--- config.mk ---
export PLATFORM = sky130hd
export DESIGN_NAME = lv_reg_acc_arb
export DESIGN_NICKNAME = d
export VERILOG_FILES = /design/src/rtl/lv_reg_acc_arb.sv
export SDC_FILE = /design/constraint.sdc
export NUM_CORES = 1
export LEC_CHECK = 0
export CAP_MARGIN = 20
export CORE_UTILIZATION = 35
export CTS_CLUSTER_DIAMETER = 30
export DETAILED_ROUTE_END_ITERATION = 6
export PLACE_DENSITY = 0.69
export SLEW_MARGIN = 10
export SYNTH_ARGS = -nofsm -noshare
export SYNTH_HDL_FRONTEND = slang
export SYNTH_SLANG_ARGS = --single-unit
--- constraint.sdc ---
create_clock -name clk -period 2.4 [get_ports clk]
set_clock_uncertainty 0.2 [all_clocks]
set_input_delay 0.48 -clock clk [delete_from_list [all_inputs] [get_ports clk]]
set_output_delay 0.48 -clock clk [all_outputs]
set_load 0.005 [all_outputs]
--- src/rtl/lv_reg_acc_arb.sv ---
// Arbiter/sequencer sharing the LV-die single-port register file between the SPI (A) and I2C (B) slaves.
// Optional build macro LV_ARB_WR_LOCK_EN adds wr_lock/wr_err: locked writes skip reg_en but keep their timing.
//
//   state   | meaning
//   S_IDLE  | no access in flight; arbitrate and latch the winner's request
//   S_ISSUE | reg_en strobe for one cycle
//   S_WAIT  | count down the register-file read latency
//   S_ACK   | one-cycle ack to the winner; hand priority to the other port
module lv_reg_acc_arb #(
   parameter int ADDR_W = 8,
   parameter int DATA_W = 16,
   parameter int RD_LAT = 2
) (
   input  logic              clk,
   input  logic              rst_n,
   input  logic              spi_req,
   input  logic              spi_wr,
   input  logic [ADDR_W-1:0] spi_addr,
   input  logic [DATA_W-1:0] spi_wdata,
   output logic              spi_ack,
   output logic [DATA_W-1:0] spi_rdata,
   input  logic              i2c_req,
   input  logic              i2c_wr,
   input  logic [ADDR_W-1:0] i2c_addr,
   input  logic [DATA_W-1:0] i2c_wdata,
   output logic              i2c_ack,
   output logic [DATA_W-1:0] i2c_rdata,
   output logic              reg_en,
   output logic              reg_wr,
   output logic [ADDR_W-1:0] reg_addr,
   output logic [DATA_W-1:0] reg_wdata,
   input  logic [DATA_W-1:0] reg_rdata,
`ifdef LV_ARB_WR_LOCK_EN
   input  logic              wr_lock,
   output logic              wr_err,
`endif
   output logic              busy
);

   typedef enum logic [1:0] {S_IDLE, S_ISSUE, S_WAIT, S_ACK} state_t;

   state_t              state_q;
   logic                rr_q;
   logic                win_q;
   logic                skip_q;
   logic [2:0]          cnt_q;
   logic                reg_en_q;
   logic                reg_wr_q;
   logic [ADDR_W-1:0]   reg_addr_q;
   logic [DATA_W-1:0]   reg_wdata_q;
   logic                spi_ack_q;
   logic                i2c_ack_q;
   logic [DATA_W-1:0]   spi_rdata_q;
   logic [DATA_W-1:0]   i2c_rdata_q;
`ifdef LV_ARB_WR_LOCK_EN
   logic                wr_err_q;
`endif

   logic                win_d;
   logic                wr_d;
   logic [ADDR_W-1:0]   addr_d;
   logic [DATA_W-1:0]   wdata_d;
   logic                skip_d;

   // rr_q=0 prefers SPI; a lone request wins regardless of the pointer.
   always_comb begin
      win_d   = i2c_req && (!spi_req || rr_q);
      wr_d    = win_d ? i2c_wr    : spi_wr;
      addr_d  = win_d ? i2c_addr  : spi_addr;
      wdata_d = win_d ? i2c_wdata : spi_wdata;
`ifdef LV_ARB_WR_LOCK_EN
      skip_d  = wr_d && wr_lock;
`else
      skip_d  = 1'b0;
`endif
   end

   always_ff @(posedge clk or negedge rst_n) begin
      if (!rst_n) begin
         state_q     <= S_IDLE;
         rr_q        <= 1'b0;
         win_q       <= 1'b0;
         skip_q      <= 1'b0;
         cnt_q       <= '0;
         reg_en_q    <= 1'b0;
         reg_wr_q    <= 1'b0;
         reg_addr_q  <= '0;
         reg_wdata_q <= '0;
         spi_ack_q   <= 1'b0;
         i2c_ack_q   <= 1'b0;
         spi_rdata_q <= '0;
         i2c_rdata_q <= '0;
`ifdef LV_ARB_WR_LOCK_EN
         wr_err_q    <= 1'b0;
`endif
      end else begin
         reg_en_q  <= 1'b0;
         spi_ack_q <= 1'b0;
         i2c_ack_q <= 1'b0;
`ifdef LV_ARB_WR_LOCK_EN
         wr_err_q  <= 1'b0;
`endif
         case (state_q)
            S_IDLE: begin
               if (spi_req || i2c_req) begin
                  win_q       <= win_d;
                  reg_wr_q    <= wr_d;
                  reg_addr_q  <= addr_d;
                  reg_wdata_q <= wdata_d;
                  skip_q      <= skip_d;
                  reg_en_q    <= !skip_d;
                  state_q     <= S_ISSUE;
               end
            end
            S_ISSUE: begin
               if (reg_wr_q) begin
                  spi_ack_q <= !win_q;
                  i2c_ack_q <= win_q;
`ifdef LV_ARB_WR_LOCK_EN
                  wr_err_q  <= skip_q;
`endif
                  state_q   <= S_ACK;
               end else begin
                  cnt_q   <= 3'(RD_LAT - 1);
                  state_q <= S_WAIT;
               end
            end
            S_WAIT: begin
               if (cnt_q == 3'd0) begin
                  if (win_q) i2c_rdata_q <= reg_rdata;
                  else       spi_rdata_q <= reg_rdata;
                  spi_ack_q <= !win_q;
                  i2c_ack_q <= win_q;
                  state_q   <= S_ACK;
               end else begin
                  cnt_q <= cnt_q - 3'd1;
               end
            end
            S_ACK: begin
               rr_q    <= !win_q;
               state_q <= S_IDLE;
            end
            default: state_q <= S_IDLE;
         endcase
      end
   end

   assign spi_ack   = spi_ack_q;
   assign i2c_ack   = i2c_ack_q;
   assign spi_rdata = spi_rdata_q;
   assign i2c_rdata = i2c_rdata_q;
   assign reg_en    = reg_en_q;
   assign reg_wr    = reg_wr_q;
   assign reg_addr  = reg_addr_q;
   assign reg_wdata = reg_wdata_q;
   assign busy      = (state_q != S_IDLE);
`ifdef LV_ARB_WR_LOCK_EN
   assign wr_err    = wr_err_q;
`endif

endmodule

==> impl_metrics.py <==
metrics = {
    "placed_design": {
        "hpwl_um": 5000,
        "port_buffers": 130,
        "place_ws_ns": 0.176,
        "gp_congestion": 0.719,
    },
    "pwr": {
        "pwr-share-comb": 0.466,
        "leakage_nw": 2.07,
        "clockPowerShare": 0.172,
        "intPower_mw": 3.86,
        "irDropWorstVdd_mv": 0.453,
        "net-switching-power_mw": 1.65,
        "seqPwrFrac": 0.361,
        "switching_share": 0.300,
        "pwr_density_cell_nw_per_um2": 1180,
    },
    "synth": {
        "syn_inst": 238,
        "avgSynthCellArea_um2": 12.6,
        "synth_cell_types": 28,
        "syn_area_um2": 2990,
        "yosys_warnings": 0,
        "ys_top_cells_by_area": "dfrtp_1 (56%), mux2_2 (9.0%), mux2i_1 (8.4%)",
        "ys_seq_area_frac": 0.560,
        "yosysTopAreaCell": "dfrtp_1",
        "yosysTopAreaCellShare": 0.560,
        "syn_nets": 315,
        "yosys_register_bits": 67,
    },
    "setup_path": {
        "r2r-end": "i2c_rdata[2]$_DFFE_PN0P_",
        "r2r-start": "cnt_q[0]$_DFFE_PN0P_",
        "cp-end-kind": "output pin",
        "r2r_slack_ns": 0.26,
        "cp_max_fo": 3,
        "worst-setup-path-type": "flip-flop to output pin",
        "cp.arrival_ns": 1.62,
        "r2r_cells": 5,
        "cp.required_ns": 1.72,
        "cp-start-kind": "flip-flop",
    },
    "finish": {
        "postLayoutCoreUtil": 0.564,
        "drive_gt1_frac": 0.176,
        "antenna_cells_inserted": 0,
        "nets": 453,
        "area_growth_pct": 55.7,
    },
    "timing": {
        "max_freq_mhz": 436,
        "slew_viol_final": 0,
        "hold_viol": 0,
        "fin_crit_sh": 0.956,
        "tns_ns": 0,
        "finalSetupViolCount": 0,
        "worstMarginPinSlew_ns": 0.459,
        "rsz0062_at_grt": "false",
        "whs_ns": 0.280,
        "setup_ws_ns": 0.105,
        "slew_headroom": 0.694,
        "min_period_ns": 2.30,
    },
    "floorplanning": {
        "initial_core_util": 0.362,
        "die_h_um": 94.5,
        "die_w_um": 94.5,
        "rows": 33,
        "io_pins": 131,
        "dieArea_um2": 8920,
        "core_um2": 8260,
    },
    "cts": {
        "htree_num_levels": 3,
        "cts.sinks": 67,
        "cts_tree": "built",
        "cts-root-buf": "clkbuf_8",
        "clock_path_buffers": 2,
        "clk_pin_slew_ns": 0.07,
        "clkLatencyLatePin_ns": 0.33,
        "numCtsBuffers": 9,
    },
    "min_path": {
        "hp-class": "flip-flop to flip-flop",
        "whs_path_depth": 2,
        "hold_end": "reg_addr[5]$_DFFE_PN0P_",
        "hold_start": "reg_addr[5]$_DFFE_PN0P_",
    },
    "global_route": {
        "grt-ovfl-total": 0,
        "grt_pass1_vias": 2232,
        "antenna_found_initial": 0,
        "grt_usage": 0.156,
        "grt_pass1_wl_um": 10600,
        "grt_max_degree": 62,
    },
    "drt": {
        "finalWirelength_um": 6800,
        "vias": 2266,
        "viasPerCell": 4.66,
        "firstDrtPassIters": 4,
        "drtIter0Drc": 51,
        "avgRoutedWirePerCell_um": 14.0,
        "ant_nets": 0,
        "drcViolationCount": 0,
    },
    "run": {
        "maxCapViolCount": 0,
    },
    "status": {
        "outcome": "finished clean",
    },
}
[worst max-delay path, stage by stage, from the launching register on]
cell and delay (ns):
dfrtp_1 0.39, inv_1 0.11, ha_2 0.24, inv_1 0.07, clkdlybuf4s50_1 0.47
[registers in the layout (all words and copies together) (netlist names)]
| signal | count |
|---|---|
| i2c_rdata | 16 |
| win_q | 1 |
| state_q | 2 |
| reg_wr | 1 |
| reg_en | 1 |
| spi_rdata | 16 |
| reg_wdata | 16 |
| spi_ack | 1 |
| cnt_q | 3 |
| i2c_ack | 1 |
| reg_addr | 8 |
| rr_q | 1 |
[what timing repair did]
action | CTS | global route
hold endpoints to repair | 6 | 0
resized for setup | 0 | 1
setup endpoints to repair | 1 | 1
hold buffers | 1 | 0
buffers inserted | 2 | 0
[power groups by stage]
stage | clock network [mW] | registers [mW] | logic, mW
floorplan | 0 | 2.03 | 1.13
global placement | 0 | 2.01 | 2.50
detailed placement | 0 | 2.02 | 2.56
CTS | 0.980 | 2.00 | 2.61
global route | 1.03 | 2.06 | 2.83
finish | 0.949 | 1.99 | 2.57
[Yosys cell counts (all sizes together)]
cell type	instances
mux2i	25
o31ai	3
and2	1
a22o	2
or2b	1
nor2	8
dfrtp	67
nand3	1
ha	7
a21oi	2
nor2b	1
o221a	1
a22oi	1
and4bb	1
o21ai	30
nand2	29
o22ai	1
mux2	34
nor3	1
inv	8
clkbuf	5
buf	8
and3	1
[cell type report]
cell class                 instances  area [µm²]
clock buffer                      12         155
clock inverter                     4        48.8
fill                             729        3600
inverter                           8        30.0
multi-input combinational        150        1210
sequential                        67        1680
tap                              105         131
timing repair buffer             140        1410
[per-stage QoR]
stage | area, µm² | cells | total power, mW
2_1_floorplan | 2990 | 238 | 3.16
3_3_place_gp | 4430 | 467 | 4.50
3_5_place_dp | 4430 | 467 | 4.59
4_1_cts | 4660 | 486 | 5.59
5_1_grt | 4660 | 486 | 5.92
6_report | 4660 | 486 | 5.51
[cell usage in the layout, fill, tap and decap left out, drive strengths merged, types with 2 or more instances in the layout]
master         instances
nand2                 29
o31ai                  3
nor2                   8
a22o                   2
a21oi                  2
clkdlybuf4s50        129
buf                   10
clkbuf                12
dfrtp                 67
clkinv                 3
mux2i                 25
ha                     7
mux2                  34
inv                    8
o21ai                 30
[per-layer routing]
layer	share of wire	up-vias	wire length (µm)	GRT usage
li1	-	1106	-	-
met1	0.44	1047	3000	0.194
met2	0.44	105	3000	0.241
met3	0.10	8	700	0.0612
met4	0.014	0	96	0.0644
met5	0	-	0	0
[worst max path at each step]
stage	start	endpoint
CTS	state_q[0]$_DFFE_PN0P_	busy
finish	state_q[0]$_DFFE_PN0P_	busy
detailed placement	spi_req	reg_wdata[1]$_DFFE_PN0P_
floorplan	cnt_q[0]$_DFFE_PN0P_	spi_rdata[10]$_DFFE_PN0P_
global placement	spi_req	reg_wdata[0]$_DFFE_PN0P_
global route	state_q[0]$_DFFE_PN0P_	busy
[kinds of logic (layout without fill, tap and decap cells)]
logic type | Yosys count | count (layout) | share of synthesized area
muxes | 59 | 59 | 0.224
adders and majority gates | 7 | 7 | 0.0293
AOI/OAI and AO/OA | 40 | 40 | 0.0753
buffers and inverters | 21 | 164 | 0.0447
DFF | 67 | 67 | 0.560
and+or+nand+nor | 44 | 44 | 0.0665
Power figures use the tool's default switching activity.
